## config.mk

```make
export PLATFORM = sky130hd
export DESIGN_NAME = snooper_capture
export DESIGN_NICKNAME = d
export VERILOG_FILES = /design/src/rtl/snooper_capture.sv
export SDC_FILE = /design/constraint.sdc
export NUM_CORES = 1
export LEC_CHECK = 0
export BUFFER_PORTS_ARGS = -buffer_cell sky130_fd_sc_hd__buf_2
export CAP_MARGIN = 40
export CELL_PAD_IN_SITES_DETAIL_PLACEMENT = 1
export CELL_PAD_IN_SITES_GLOBAL_PLACEMENT = 2
export CORE_MARGIN = 10
export CORE_UTILIZATION = 31
export CTS_BUF_LIST = sky130_fd_sc_hd__clkbuf_8
export CTS_CLUSTER_SIZE = 8
export DETAILED_ROUTE_END_ITERATION = 10
export GPL_TIMING_DRIVEN = 0
export PLACE_DENSITY = 0.95
export SETUP_SLACK_MARGIN = 0.05
export SYNTH_ARGS = -nofsm -noshare
export SYNTH_HDL_FRONTEND = slang
export SYNTH_SLANG_ARGS = --single-unit
```

## constraint.sdc

```tcl
create_clock -name clk -period 7.1 [get_ports clk]
set_clock_uncertainty 0.2 [all_clocks]
set_input_delay 0.71 -clock clk [delete_from_list [all_inputs] [get_ports clk]]
set_output_delay 0.71 -clock clk [all_outputs]
set_load 0.01 [all_outputs]
```

## src/rtl/snooper_capture.sv

```systemverilog
`default_nettype none
// ============================================================================
// Module   : snooper_capture
// Purpose  : Copies packets seen on a monitored stream into a packet memory.
// Revision : 1.0 - initial release
// ============================================================================
module snooper_capture #(
  parameter int SNOOP_FWD_ADDR_WIDTH = 9,
  parameter int DATA_WIDTH           = 64
) (
  input  logic                            clk,
  input  logic                            rst,
  input  logic [DATA_WIDTH-1:0]           mon_tdata,
  input  logic                            mon_tvalid,
  input  logic                            mon_tready,
  input  logic                            mon_tlast,
  output logic [SNOOP_FWD_ADDR_WIDTH-1:0] snooper_wr_addr,
  output logic [DATA_WIDTH-1:0]           snooper_wr_data,
  output logic                            snooper_wr_en,
  output logic                            snooper_done,
  input  logic                            ready_for_snooper,
  output logic [31:0]                     pkt_count,
  output logic [31:0]                     drop_count,
  output logic                            truncated
);

  localparam int AW = SNOOP_FWD_ADDR_WIDTH;
  localparam logic [AW-1:0] C_ADDR_MAX = '1;
  localparam logic [AW-1:0] C_ADDR_ONE = AW'(1);

  typedef enum logic [1:0] {
    START   = 2'd0,
    CAPTURE = 2'd1,
    SKIP    = 2'd2,
    HOLDOFF = 2'd3
  } state_t;

  state_t                state_q, state_d, idle_d;
  logic [AW-1:0]         cur_addr_q, cur_addr_d;
  logic                  trunc_q, trunc_d;
  logic                  done_pend_q, done_pend_d;
  logic                  done_trunc_q, done_trunc_d;
  logic [1:0]            ho_cnt_q, ho_cnt_d;
  logic                  wr_en_q, wr_en_d;
  logic [AW-1:0]         wr_addr_q, wr_addr_d;
  logic [DATA_WIDTH-1:0] wr_data_q, wr_data_d;
  logic                  done_q, done_d;
  logic                  truncated_q, truncated_d;
  logic [31:0]           pkt_cnt_q, pkt_cnt_d;
  logic [31:0]           drop_cnt_q, drop_cnt_d;
  logic                  beat_w;
  logic                  holdoff_w;
  logic                  at_max_w;

  always_comb begin
    beat_w    = mon_tvalid && mon_tready;
    holdoff_w = done_q || (ho_cnt_q != 2'd0);
    at_max_w  = (cur_addr_q == C_ADDR_MAX);

    // Holdoff covers the done cycle plus two more; idle state reflects it one cycle ahead.
    done_d   = done_pend_q;
    ho_cnt_d = done_q ? 2'd2 : ((ho_cnt_q != 2'd0) ? ho_cnt_q - 2'd1 : 2'd0);
    idle_d   = (done_d || (ho_cnt_d != 2'd0)) ? HOLDOFF : START;

    state_d      = state_q;
    cur_addr_d   = cur_addr_q;
    trunc_d      = trunc_q;
    wr_en_d      = 1'b0;
    wr_addr_d    = wr_addr_q;
    wr_data_d    = wr_data_q;
    done_pend_d  = 1'b0;
    done_trunc_d = 1'b0;
    truncated_d  = done_pend_q ? done_trunc_q : truncated_q;
    pkt_cnt_d    = pkt_cnt_q + {31'd0, done_pend_q};
    drop_cnt_d   = drop_cnt_q;

    unique case (state_q)
      START, HOLDOFF: begin
        state_d = idle_d;
        if (beat_w) begin
          if (ready_for_snooper && (state_q == START) && !holdoff_w) begin
            wr_en_d    = 1'b1;
            wr_addr_d  = '0;
            wr_data_d  = mon_tdata;
            cur_addr_d = '0;
            trunc_d    = 1'b0;
            if (mon_tlast) done_pend_d = 1'b1;
            else           state_d     = CAPTURE;
          end else begin
            drop_cnt_d = drop_cnt_q + 32'd1;
            if (!mon_tlast) state_d = SKIP;
          end
        end
      end
      CAPTURE: begin
        if (beat_w) begin
          if (at_max_w) begin
            trunc_d = 1'b1;
          end else begin
            wr_en_d    = 1'b1;
            wr_addr_d  = cur_addr_q + C_ADDR_ONE;
            wr_data_d  = mon_tdata;
            cur_addr_d = cur_addr_q + C_ADDR_ONE;
          end
          if (mon_tlast) begin
            done_pend_d  = 1'b1;
            done_trunc_d = trunc_q || at_max_w;
            state_d      = idle_d;
          end
        end
      end
      SKIP: begin
        if (beat_w && mon_tlast) state_d = idle_d;
      end
      default: state_d = START;
    endcase
  end

  always_ff @(posedge clk) begin
    if (rst) begin
      state_q      <= START;
      cur_addr_q   <= '0;
      trunc_q      <= 1'b0;
      done_pend_q  <= 1'b0;
      done_trunc_q <= 1'b0;
      ho_cnt_q     <= 2'd0;
      wr_en_q      <= 1'b0;
      wr_addr_q    <= '0;
      wr_data_q    <= '0;
      done_q       <= 1'b0;
      truncated_q  <= 1'b0;
      pkt_cnt_q    <= 32'd0;
      drop_cnt_q   <= 32'd0;
    end else begin
      state_q      <= state_d;
      cur_addr_q   <= cur_addr_d;
      trunc_q      <= trunc_d;
      done_pend_q  <= done_pend_d;
      done_trunc_q <= done_trunc_d;
      ho_cnt_q     <= ho_cnt_d;
      wr_en_q      <= wr_en_d;
      wr_addr_q    <= wr_addr_d;
      wr_data_q    <= wr_data_d;
      done_q       <= done_d;
      truncated_q  <= truncated_d;
      pkt_cnt_q    <= pkt_cnt_d;
      drop_cnt_q   <= drop_cnt_d;
    end
  end

  assign snooper_wr_en   = wr_en_q;
  assign snooper_wr_addr = wr_addr_q;
  assign snooper_wr_data = wr_data_q;
  assign snooper_done    = done_q;
  assign truncated       = truncated_q;
  assign pkt_count       = pkt_cnt_q;
  assign drop_count      = drop_cnt_q;

endmodule
`default_nettype wire

```

==> results of run 1 <==
## Yosys cell counts (all sizes together), types with 9 or more instances
cell,n,area [sq um]
nor4,9,56.3
nand3,29,150
xnor2,18,158
nand2,163,612
xor2,32,280
a21oi,81,405
o21ai,13,65.1
and3,11,68.8
buf,9,51.3
clkbuf,29,109
nand4,20,125
nor2,70,263
nor3,10,61.3
or3,11,68.8
ha,9,113
dfxtp,147,2940
## kinds of logic after synthesis
group / after synthesis / share of synthesized area [%]
adder cells (fa/ha/maj): 9 / 1.89
flip-flops: 147 / 49.4
buffers and inverters: 44 / 3.07
XOR/XNOR: 50 / 7.35
multiplexers: 6 / 1.03
AO/OA/AOI/OAI: 111 / 10.1
AND/OR/NAND/NOR: 350 / 27.1
## state kept, by name, summed over array words and instances (netlist names)
signal	flops
trunc_q	1
done_d	1
snooper_wr_addr	9
ho_cnt_q	2
snooper_wr_data	64
snooper_done	1
truncated	1
drop_count	32
state_q	2
snooper_wr_en	1
pkt_count	32
done_trunc_q	1
## layer usage
metal | up-vias | GRT usage, % | part of all wire (%) | routed length [microns]
li1 | 2892 | - | - | -
met1 | 2738 | 18.2 | 45 | 8820
met2 | 134 | 25.6 | 48 | 9500
met3 | 19 | 4.61 | 6.0 | 1180
met4 | 2 | 4.85 | 1.4 | 273
met5 | - | 0 | 0.035 | 7
## power breakdown
group	total, mW	switching, mW	leakage (nW)	internal [mW]
sequential	0.851	0.00910	1.19	0.842
clock	0.672	0.331	0.209	0.341
combinational	0.137	0.0863	1.93	0.0508
## worst min-delay path by stage
stage / depth (start not counted) / to / startpoint / slack [ns]
2_1_floorplan: 2 / truncated$_SDFFE_PP0P_ / done_trunc_q$_SDFF_PP0_ / 0.24
3_3_place_gp: 2 / snooper_wr_data[11]$_SDFFE_PP0P_ / snooper_wr_data[11]$_SDFFE_PP0P_ / 0.24
3_5_place_dp: 2 / snooper_wr_data[8]$_SDFFE_PP0P_ / snooper_wr_data[8]$_SDFFE_PP0P_ / 0.25
4_1_cts: 2 / snooper_wr_data[8]$_SDFFE_PP0P_ / snooper_wr_data[8]$_SDFFE_PP0P_ / 0.26
5_1_grt: 3 / snooper_wr_data[31]$_SDFFE_PP0P_ / mon_tdata[31] / 0.26
6_report: 2 / snooper_wr_data[11]$_SDFFE_PP0P_ / snooper_wr_data[11]$_SDFFE_PP0P_ / 0.25
## placed cells by master, fill, tap and decap left out, drive strengths merged, types with 3 or more instances in the layout
| cell type | count |
|---|---|
| buf | 220 |
| nand2 | 163 |
| dfxtp | 147 |
| a21oi | 81 |
| nor2 | 70 |
| clkbuf | 49 |
| xor2 | 32 |
| nand3 | 29 |
| nand4 | 20 |
| xnor2 | 18 |
| o21ai | 13 |
| and3 | 11 |
| or3 | 11 |
| nor3 | 10 |
| nor4 | 9 |
| ha | 9 |
| inv | 8 |
| or4 | 7 |
| clkinv | 7 |
| and4 | 6 |
| mux2i | 5 |
| and2 | 5 |
| o31ai | 4 |
| nor2b | 3 |
| o211ai | 3 |
## cell type report
type,count,area [sq um]
clock buffers,20,275
plain buffers,38,160
well taps,260,325
flip-flops and latches,147,2940
inverters,6,22.5
repair buffers,211,1060
multi-input cells,526,2830
clock inverters,12,128
fillers,2353,11100
## worst max-delay path: cells and delay by family (launching register included)
family | cells | cell delay, ns
compound gates | 1 | 0.16
flops | 1 | 0.43
fa+ha+maj | 1 | 0.21
simple gates | 5 | 0.69
mux | 1 | 0.10
buf+inv | 2 | 0.97
==> impl_results.md, run 1 <==
* Outcome: finished clean
* Row cnt at 50
* Pre-CTS setup slack at a little over 4 ns
* Fin area at 0.00774 sq mm
* Worst-path clk slew at 0.09 ns
* Worst Hold Class: flop to flop
* Critical Path Slowest Stage Cell: clkbuf_1
* Avg Synthesized Cell Area at approximately 8.3 sq um
* Setup TNS at 0 ns
* Diode count at 0
* CP cell instances: and4_1 > nand2_1 > nor2_1 > ha_1 > mux2i_1 > nand3_1 > clkbuf_1 > clkbuf_1 > nand2_1 > a21oi_1
* Critical R2R Capture: snooper_wr_data[42]$_SDFFE_PP0P_
* Fin worst setup slack at between 4 and 5 ns
* Root Driver: clkbuf_8
* Die Ht at approximately 160 microns
* Ys async rst share at 0%
* Placer's final routability congestion estimate at just over 0.8
* PostCTS Resize Cnt at 0
* Clock Path Buffers at 2
* Pwr dens at about 210 mW/mm^2
* Chip width at around 160 microns
* Clock sink total at ~150
* Vias in the first global route at 5841
* Max-slew violations at 0
* Initial antenna violation count at 1
* Dpl cell area at about 0.0073 sq mm
* EDFF count, synth at 0
* R2R cell count at 10
* DRC viols at 0
* Leading register cell type out of synthesis: dfxtp_1
* Largest net degree at the start of global routing at 17
* Postcts setup bufs at 0
* IR drop worst, VDD at about 0.00011 V
* GRT overflow at 0
* Setup CP Type: flop to flop
* CTS Buf Count at 17
* Pleak at about 3.3 nW
* Sequential share of the synthesized area at between 40% and 50%
* Crit path capture: snooper_wr_data[42]$_SDFFE_PP0P_
* Worst Path Max Fanout at 10
* Crit path largest cell delay at ~0.53 ns
* Gr usage total at 15.2%
* Initial DRC count at 150
* Net Count, Synth at about 800
* MaxCap Viol Count at 0
* FF-to-FF setup slack at 4.25 ns
* Die area at 0.0252 sq mm
* Layout area overhead at 30.0%
* WP data required at ~7.3 ns
* CP startpoint kind: flop
* WP data arrival at between 3 and 4 ns
* RSZ-0062 raised after global routing: no
* Min cycle time layout at approximately 2.9 ns
* Drt via density at around 4.7
* 1st-pass router iterations at 4
* Final std cells w/o fill at 1220
* Later-pin clock latency in the skew report at between 0.4 and 0.5 ns
* Final setup viols at 0
* Synth warnings at 0
* Netlist cell types at 42
* Worst setup EP type: flop
* Layout cells sized above 1 at 26.8%
* DR vias at ~5800
* Post-Route WL at just under 20000 microns
* CTS hold repair buffers at 0
* Depth of the CTS H-tree at 4
* I/O Buffers at 209
* CORE AREA at around 0.019 sq mm
* I/O pins at 210
* Fin util at between 40% and 50%
* # nets final at roughly 1000
* Initial core utilization at between 30% and 40%
* Slew headroom at ~50%
* Total Power at around 1.7 mW
* Slew of the pin with the lowest slew margin at between 0.7 and 0.8 ns
* Final number of hold-violating endpoints at 0
* RR Startpoint: snooper_wr_addr[2]$_SDFFE_PP0P_
* Hold slack at around 0.25 ns
* Yosys reg bits at approximately 150
* Placed Cells at around 1200
* Maximum clock frequency at roughly 0.35 GHz
* DPL Wire Length at 15200 microns
* First-pass GRT wire length at 30600 microns
* Netlist Area Pre-Place at 0.00595 sq mm
* CTS tree: built
* Avg WL per Cell at ~16 microns
* Final period util at 40.2%
* Crit. Startpoint: snooper_wr_addr[2]$_SDFFE_PP0P_
* Mapped Cells at between 700 and 800
* Post-DRT Antenna Nets at 0
Power figures use the tool's default switching activity.
==> run 2: changes to the inputs <==
--- a/config.mk
+++ b/config.mk
@@ -10,12 +10,12 @@
 export CELL_PAD_IN_SITES_DETAIL_PLACEMENT = 1
 export CELL_PAD_IN_SITES_GLOBAL_PLACEMENT = 2
 export CORE_MARGIN = 10
-export CORE_UTILIZATION = 31
+export CORE_UTILIZATION = 29
 export CTS_BUF_LIST = sky130_fd_sc_hd__clkbuf_8
 export CTS_CLUSTER_SIZE = 8
 export DETAILED_ROUTE_END_ITERATION = 10
 export GPL_TIMING_DRIVEN = 0
-export PLACE_DENSITY = 0.95
+export PLACE_DENSITY = 0.94
 export SETUP_SLACK_MARGIN = 0.05
 export SYNTH_ARGS = -nofsm -noshare
 export SYNTH_HDL_FRONTEND = slang
==> constraint.sdc (replaced) <==
create_clock -name clk -period 2.8 [get_ports clk]
set_clock_uncertainty 0.2 [all_clocks]
set_input_delay 0.28 -clock clk [delete_from_list [all_inputs] [get_ports clk]]
set_output_delay 0.28 -clock clk [all_outputs]
set_load 0.01 [all_outputs]
==> run 2 against run 1 <==
Net effect: final area is 9.1% higher; flip-flop and latch count stayed put; worst setup slack worse by 4.0 ns; clock power grew to 2.6 times the previous value; sequential power grew to 2.5 times the previous value; via count is 5.6% higher; register-to-register slack worse by 4.0 ns; sequential share of layout area is 3.2 points lower; combinational power grew to 3.2 times the previous value; first-iteration DRC count is 76% higher; non-clock buffer count is 64 higher; critical path type unchanged; highest routed layer is now met4.
==> impl_results.md, run 2 (synthesis results as in run 1) <==
* Die Ht at 163 microns (was 159 microns)
* Row cnt at 52 (was 50)
* Fin area at 0.00844 sq mm (was 0.00774 sq mm)
* 1st-pass router iterations at 5 (was 4)
* Setup TNS at 0 ns (unchanged)
* Chip width at 163 microns (was 159 microns)
* I/O Buffers at 209 (unchanged)
* Placed Cells at 1197 (was 1188)
* Setup CP Type: flop to flop (unchanged)
* WHS Path Cells at 5 (was 2)
* Pwr dens at 515 mW/mm^2 (was 215 mW/mm^2)
* Dpl cell area at 0.00734 sq mm (about the same)
* I/O pins at 210 (unchanged)
* RR Startpoint: snooper_wr_addr[0]$_SDFFE_PP0P_ (was snooper_wr_addr[2]$_SDFFE_PP0P_)
* Die area at 0.0267 sq mm (was 0.0252 sq mm)
* Slew of the pin with the lowest slew margin at 0.867 ns (was 0.749 ns)
* R2R cell count at 11 (was 10)
* Leading cell type in the layout, fill and taps excluded: buf_2 (unchanged)
* Final number of hold-violating endpoints at 0 (unchanged)
* Outcome: finished clean (unchanged)
* Later-pin clock latency in the skew report at 0.44 ns (about the same)
* Maximum clock frequency at 0.390 GHz (was 0.351 GHz)
* Worst-path clk slew at 0.08 ns (was 0.09 ns)
* Initial core utilization at 29.4% (was 31.6%)
* Layout cells sized above 1 at 25.7% (was 26.8%)
* Placer's final routability congestion estimate at 0.784 (was 0.813)
* Final std cells w/o fill at 1295 (was 1220)
* Fill count at 2499 (was 2353)
* Total Power at 4.35 mW (was 1.66 mW)
* Critical R2R Capture: snooper_wr_data[45]$_SDFFE_PP0P_ (was snooper_wr_data[42]$_SDFFE_PP0P_)
* Slew headroom at 41.7% (was 49.8%)
* Worst Hold Class: input port to flop (was flop to flop)
* Initial DRC count at 264 (was 150)
* IR drop worst, VDD at 0.000255 V (was 0.000107 V)
* Max-slew violations at 0 (unchanged)
* Worst setup EP type: flop (unchanged)
* Final setup viols at 0 (unchanged)
* Hold EP: done_trunc_q$_SDFF_PP0_ (was snooper_wr_data[11]$_SDFFE_PP0P_)
* Gr usage total at 15.9% (was 15.2%)
* Fin worst setup slack at 0.237 ns (was 4.25 ns)
* DRC viols at 0 (unchanged)
* Root Driver: clkbuf_8 (unchanged)
* Largest net degree at the start of global routing at 17 (unchanged)
* CTS Buf Count at 17 (unchanged)
* Layout area overhead at 41.8% (was 30.0%)
* MaxCap Viol Count at 0 (unchanged)
* DR vias at 6109 (was 5785)
* Most frequent cells in the layout: buf_2 (214), nand2_1 (163), dfxtp_1 (147) (was buf_2 (219), nand2_1 (163), dfxtp_1 (147))
* GRT overflow at 0 (unchanged)
* Vias in the first global route at 6556 (was 5841)
* WP data arrival at 2.73 ns (was 3.03 ns)
* Pre-CTS setup slack at -0.222 ns (was 4.05 ns)
* Drt via density at 4.72 (was 4.74)
* Final period util at 91.5% (was 40.2%)
* FF-to-FF setup slack at 0.24 ns (was 4.25 ns)
* DPL Wire Length at 15500 microns (was 15200 microns)
* Worst Path Max Fanout at 10 (unchanged)
* Min-delay src: mon_tready (was snooper_wr_data[11]$_SDFFE_PP0P_)
* CP startpoint kind: flop (unchanged)
* Initial antenna violation count at 1 (unchanged)
* Min cycle time layout at 2.56 ns (was 2.85 ns)
* CTS tree: built (unchanged)
* Sequential Area at 0.00294 sq mm (unchanged)
* CORE AREA at 0.0202 sq mm (was 0.0188 sq mm)
* Depth of the CTS H-tree at 4 (unchanged)
* # nets final at 1090 (was 1026)
* Post-DRT Antenna Nets at 0 (unchanged)
* Largest register FFs at 64 (unchanged)
* Post-Route WL at 21800 microns (was 19800 microns)
* Pleak at 3.61 nW (was 3.33 nW)
* Avg WL per Cell at 16.8 microns (was 16.2 microns)
* Multi-input gate area at 0.00283 sq mm (about the same)
* Clock Path Buffers at 2 (unchanged)
* WP data required at 2.96 ns (was 7.28 ns)
* First-pass GRT wire length at 34500 microns (was 30600 microns)
* Clock sink total at 147 (unchanged)
==> run 2: cell count changes in the layout (fill, tap and decap cells not counted), sizes merged <==
cell,before,now
clkbuf,49,52
clkinvlp,1,4
buf,220,216
clkinv,7,4
inv,8,7
dlygate4sd3,0,66
diode,0,1
==> run 2: worst max path at each step <==
stage	start	endpoint
4_1_cts	snooper_wr_addr[2]$_SDFFE_PP0P_	snooper_wr_data[46]$_SDFFE_PP0P_
6_report	snooper_wr_addr[0]$_SDFFE_PP0P_	snooper_wr_data[45]$_SDFFE_PP0P_
3_3_place_gp	snooper_wr_addr[2]$_SDFFE_PP0P_	snooper_wr_data[53]$_SDFFE_PP0P_
2_1_floorplan	state_q[0]$_SDFFE_PP0P_	drop_count[25]$_SDFFE_PP0P_
5_1_grt	snooper_wr_addr[2]$_SDFFE_PP0P_	snooper_wr_data[40]$_SDFFE_PP0P_
3_5_place_dp	snooper_wr_addr[2]$_SDFFE_PP0P_	snooper_wr_data[54]$_SDFFE_PP0P_
==> run 2: critical path, stage by stage (launching register included) <==
cell and delay (ns):
dfxtp_1 0.36, ha_1 0.27, nand2_1 0.08, nor2_1 0.05, ha_1 0.23, mux2i_1 0.19
nand2_1 0.18, nor2_1 0.20, buf_4 0.24, clkbuf_4 0.24, nand2_1 0.09, a21oi_1 0.15
==> run 2: per-stage QoR <==
step / utilization [%] / hold slack (ns)
after CTS: 41.6 / 0.172
after global placement: 36.3 / 0.239
after global routing: 41.7 / 0.236
after detailed placement: 36.3 / 0.244
after floorplan: - / 0.216
final: 41.7 / 0.187
==> run 2: repair_timing <==
item | 4_1_cts | 5_1_grt
endpoints found under the hold margin | 69 | 0
buffers inserted | 0 | 0
hold buffers | 66 | 0
gates resized for setup | 2 | 16
endpoints found under the setup margin | 50 | 52
==> run 2: routing by layer <==
metal,vias to the layer above,track usage (%),part of all wire [%]
met5,-,0,0
met4,0,4.96,1.6
met3,23,4.35,5.9
met2,151,27.6,50
met1,2915,18.5,43
li1,3020,-,-
==> run 2: where the power goes <==
group | total, mW | internal (mW) | switching [mW]
Sequential | 2.16 | 2.14 | 0.0238
Clock | 1.75 | 0.890 | 0.862
Combinational | 0.435 | 0.193 | 0.243
Total | 4.35 | 3.22 | 1.13
==> run 2: final cells by class <==
class                      instances  area share, %
sequential                       147           34.9
multi-input combinational        526           33.6
timing repair buffer             276           20.3
tap                              270           4.00
clock buffer                      21           3.42
buffer                            37           2.09
clock inverter                    11           1.50
inverter                           6          0.267
antenna                            1         0.0296
==> run 3: changes to the inputs <==
--- a/config.mk
+++ b/config.mk
@@ -5,6 +5,7 @@
 export SDC_FILE = /design/constraint.sdc
 export NUM_CORES = 1
 export LEC_CHECK = 0
+export ABC_CLOCK_PERIOD_IN_PS = 2800
 export BUFFER_PORTS_ARGS = -buffer_cell sky130_fd_sc_hd__buf_2
 export CAP_MARGIN = 40
 export CELL_PAD_IN_SITES_DETAIL_PLACEMENT = 1
@@ -14,7 +15,9 @@
 export CTS_BUF_LIST = sky130_fd_sc_hd__clkbuf_8
 export CTS_CLUSTER_SIZE = 8
 export DETAILED_ROUTE_END_ITERATION = 10
+export GPL_ROUTABILITY_DRIVEN = 0
 export GPL_TIMING_DRIVEN = 0
+export MAX_ROUTING_LAYER = met4
 export PLACE_DENSITY = 0.94
 export SETUP_SLACK_MARGIN = 0.05
 export SYNTH_ARGS = -nofsm -noshare
==> run 3 against run 2 <==
Net effect: clock-buffer cell count did not move; sequential share of layout area hardly changed; die area is the same; maximum frequency is 0.41% lower; register-to-register slack is essentially flat; critical path depth unchanged; sequential power is essentially flat; cell count unchanged; critical endpoint unchanged; highest routed layer unchanged.
==> impl_results.md, run 3 (synthesis results as in run 1) <==
* Outcome: finished clean (unchanged)
* 1st-pass router iterations at 4 (was 5)
* Clock Path Buffers at 2 (unchanged)
* Pre-CTS setup slack at -0.222 ns (unchanged)
* Total Power at 4.34 mW (was 4.35 mW)
* Critical Path Slowest Stage Cell: dfxtp_1 (unchanged)
* Slew of the pin with the lowest slew margin at 0.863 ns (was 0.867 ns)
* Later-pin clock latency in the skew report at 0.44 ns (about the same)
* Critical R2R Capture: snooper_wr_data[45]$_SDFFE_PP0P_ (unchanged)
* WHS Path Cells at 5 (unchanged)
* Postcts setup bufs at 0 (unchanged)
* Hold EP: done_trunc_q$_SDFF_PP0_ (unchanged)
* FF-to-FF setup slack at 0.23 ns (was 0.24 ns)
* Root Driver: clkbuf_8 (unchanged)
* Largest net degree at the start of global routing at 17 (unchanged)
* I/O Buffers at 209 (unchanged)
* Dpl cell area at 0.00734 sq mm (unchanged)
* Initial core utilization at 29.4% (unchanged)
* Met3 Routed Length at 982 microns (was 1290 microns)
* Post-DRT Antenna Nets at 0 (unchanged)
* Post-Route WL at 21800 microns (about the same)
* GRT overflow at 0 (unchanged)
* Initial DRC count at 273 (was 264)
* CP startpoint kind: flop (unchanged)
* Slew headroom at 42.0% (was 41.7%)
* Fin area at 0.00844 sq mm (about the same)
* CTS Buf Count at 17 (unchanged)
* Most frequent CP cell: nand2_1 (unchanged)
* CP top delay family: simple AND/OR/NAND/NOR gates (unchanged)
* Layout area overhead at 41.8% (about the same)
* Gate power share at 10.0% (about the same)
* Met2 wire length at 10800 microns (about the same)
* I/O pins at 210 (unchanged)
* Vias in the first global route at 6566 (was 6556)
* CP cell instances: ha_1 > nand2_1 > nor2_1 > ha_1 > mux2i_1 > nand2_1 > nor2_1 > buf_4 > clkbuf_4 > nand2_1 > a21oi_1 (unchanged)
* WL met1 at 9660 microns (was 9310 microns)
* Most frequent cells in the layout: buf_2 (214), nand2_1 (163), dfxtp_1 (147) (unchanged)
* Fin worst setup slack at 0.226 ns (was 0.237 ns)
* Gr usage total at 16.3% (was 15.9%)
* Final number of hold-violating endpoints at 0 (unchanged)
* Die area at 0.0267 sq mm (unchanged)
* Highest metal used: met4 (unchanged)
* Leading cell type in the layout, fill and taps excluded: buf_2 (unchanged)
* Final period util at 91.9% (was 91.5%)
* Worst-path clk slew at 0.08 ns (about the same)
* DPL Wire Length at 15500 microns (unchanged)
* Seq pwr share at 49.7% (about the same)
* Final setup viols at 0 (unchanged)
* MaxCap Viol Count at 0 (unchanged)
* Crit path largest cell delay at 0.36 ns (about the same)
* P_int at 3.22 mW (about the same)
* Initial antenna violation count at 1 (unchanged)
* DR vias at 6126 (was 6109)
* Worst setup EP type: flop (unchanged)
* WP data arrival at 2.73 ns (about the same)
* Depth of the CTS H-tree at 4 (unchanged)
* Layout cells sized above 1 at 25.7% (unchanged)
* CTS tree: built (unchanged)
* Max-slew violations at 0 (unchanged)
* Maximum clock frequency at 0.389 GHz (was 0.390 GHz)
* IR drop worst, VDD at 0.000252 V (was 0.000255 V)
* Row cnt at 52 (unchanged)
* Placed Cells at 1197 (unchanged)
* CORE AREA at 0.0202 sq mm (unchanged)
* WP data required at 2.96 ns (about the same)
* Pleak at 3.61 nW (about the same)
* R2R cell count at 11 (unchanged)
* Min-delay src: mon_tready (unchanged)
* RR Startpoint: snooper_wr_addr[0]$_SDFFE_PP0P_ (unchanged)
* Setup CP Type: flop to flop (unchanged)
* # nets final at 1090 (unchanged)
* Clock share of power at 40.3% (about the same)
* Avg WL per Cell at 16.8 microns (about the same)
* Min cycle time layout at 2.57 ns (was 2.56 ns)
* Crit path buf inv count at 2 (unchanged)
* Setup TNS at 0 ns (unchanged)
* Chip width at 163 microns (unchanged)
* Pwr dens at 514 mW/mm^2 (was 515 mW/mm^2)
* DRC viols at 0 (unchanged)
* Switching power total at 1.13 mW (about the same)
* Sw Share at 25.9% (was 26.0%)
* Drt via density at 4.73 (was 4.72)
* Largest register FFs at 64 (unchanged)
* Final std cells w/o fill at 1295 (unchanged)
* Worst Hold Class: input port to flop (unchanged)
* Die Ht at 163 microns (unchanged)
* Worst Path Max Fanout at 10 (unchanged)
* First-pass GRT wire length at 34500 microns (about the same)
* Clock sink total at 147 (unchanged)
## run 3: cell counts in the layout (fill, tap and decap cells not counted)
Identical to the previous run, type by type.
## run 3: worst max-delay path by stage
stage                                          from                               end  cells past startpoint  slack [ns]
floorplan                   state_q[0]$_SDFFE_PP0P_       drop_count[25]$_SDFFE_PP0P_                      7        0.44
global placement    snooper_wr_addr[2]$_SDFFE_PP0P_  snooper_wr_data[53]$_SDFFE_PP0P_                     10       -0.18
detailed placement  snooper_wr_addr[2]$_SDFFE_PP0P_  snooper_wr_data[54]$_SDFFE_PP0P_                     10       -0.22
CTS                 snooper_wr_addr[2]$_SDFFE_PP0P_  snooper_wr_data[46]$_SDFFE_PP0P_                     10        0.07
global route        snooper_wr_addr[2]$_SDFFE_PP0P_  snooper_wr_data[40]$_SDFFE_PP0P_                     10       -0.02
finish              snooper_wr_addr[0]$_SDFFE_PP0P_  snooper_wr_data[45]$_SDFFE_PP0P_                     11        0.23
## run 3: metrics by stage
stage                     util (%)  hold slack (ns)
final                         41.7            0.195
after global routing          41.7            0.236
after CTS                     41.6            0.172
after detailed placement      36.3            0.244
after global placement        36.3            0.239
after floorplan                  -            0.216
## run 3: area by class of cell
cell class	instances	area [sq um]
Sequential cell	147	2940
Antenna cell	1	2.50
Clock inverter	11	126
Inverter	6	22.5
Tap cell	270	338
Timing Repair Buffer	276	1710
Clock buffer	21	289
Fill cell	2498	11800
Multi-Input combinational cell	526	2830
Buffer	37	179
## run 3: worst register-to-register path, delay by kind of cell (launching register included)
kind	cells	cell delay, ns
buffers and inverters	2	0.50
multiplexers	1	0.19
adder cells (fa/ha/maj)	2	0.50
AND/OR/NAND/NOR	5	0.62
AO/OA/AOI/OAI	1	0.15
flip-flops	1	0.36
## run 3: power groups by stage
stage	Clock (mW)	Sequential [mW]	Combinational (mW)
after CTS	1.81	2.16	0.433
after floorplan	0	2.23	0.166
after detailed placement	0	2.21	0.358
after global routing	1.89	2.17	0.482
after global placement	0	2.21	0.351
final	1.75	2.16	0.436
## run 3: what timing repair did
| action | 4_1_cts | 5_1_grt |
|---|---|---|
| hold endpoints to repair | 69 | 0 |
| gates resized for setup | 2 | 18 |
| hold buffers | 66 | 0 |
| endpoints found under the setup margin | 50 | 52 |
## run 3: layer usage
| layer | vias up | track usage [%] |
|---|---|---|
| met4 | 0 | 4.96 |
| met5 | - | - |
| met3 | 21 | 3.47 |
| met1 | 2934 | 19.1 |
| met2 | 150 | 27.5 |
| li1 | 3021 | - |
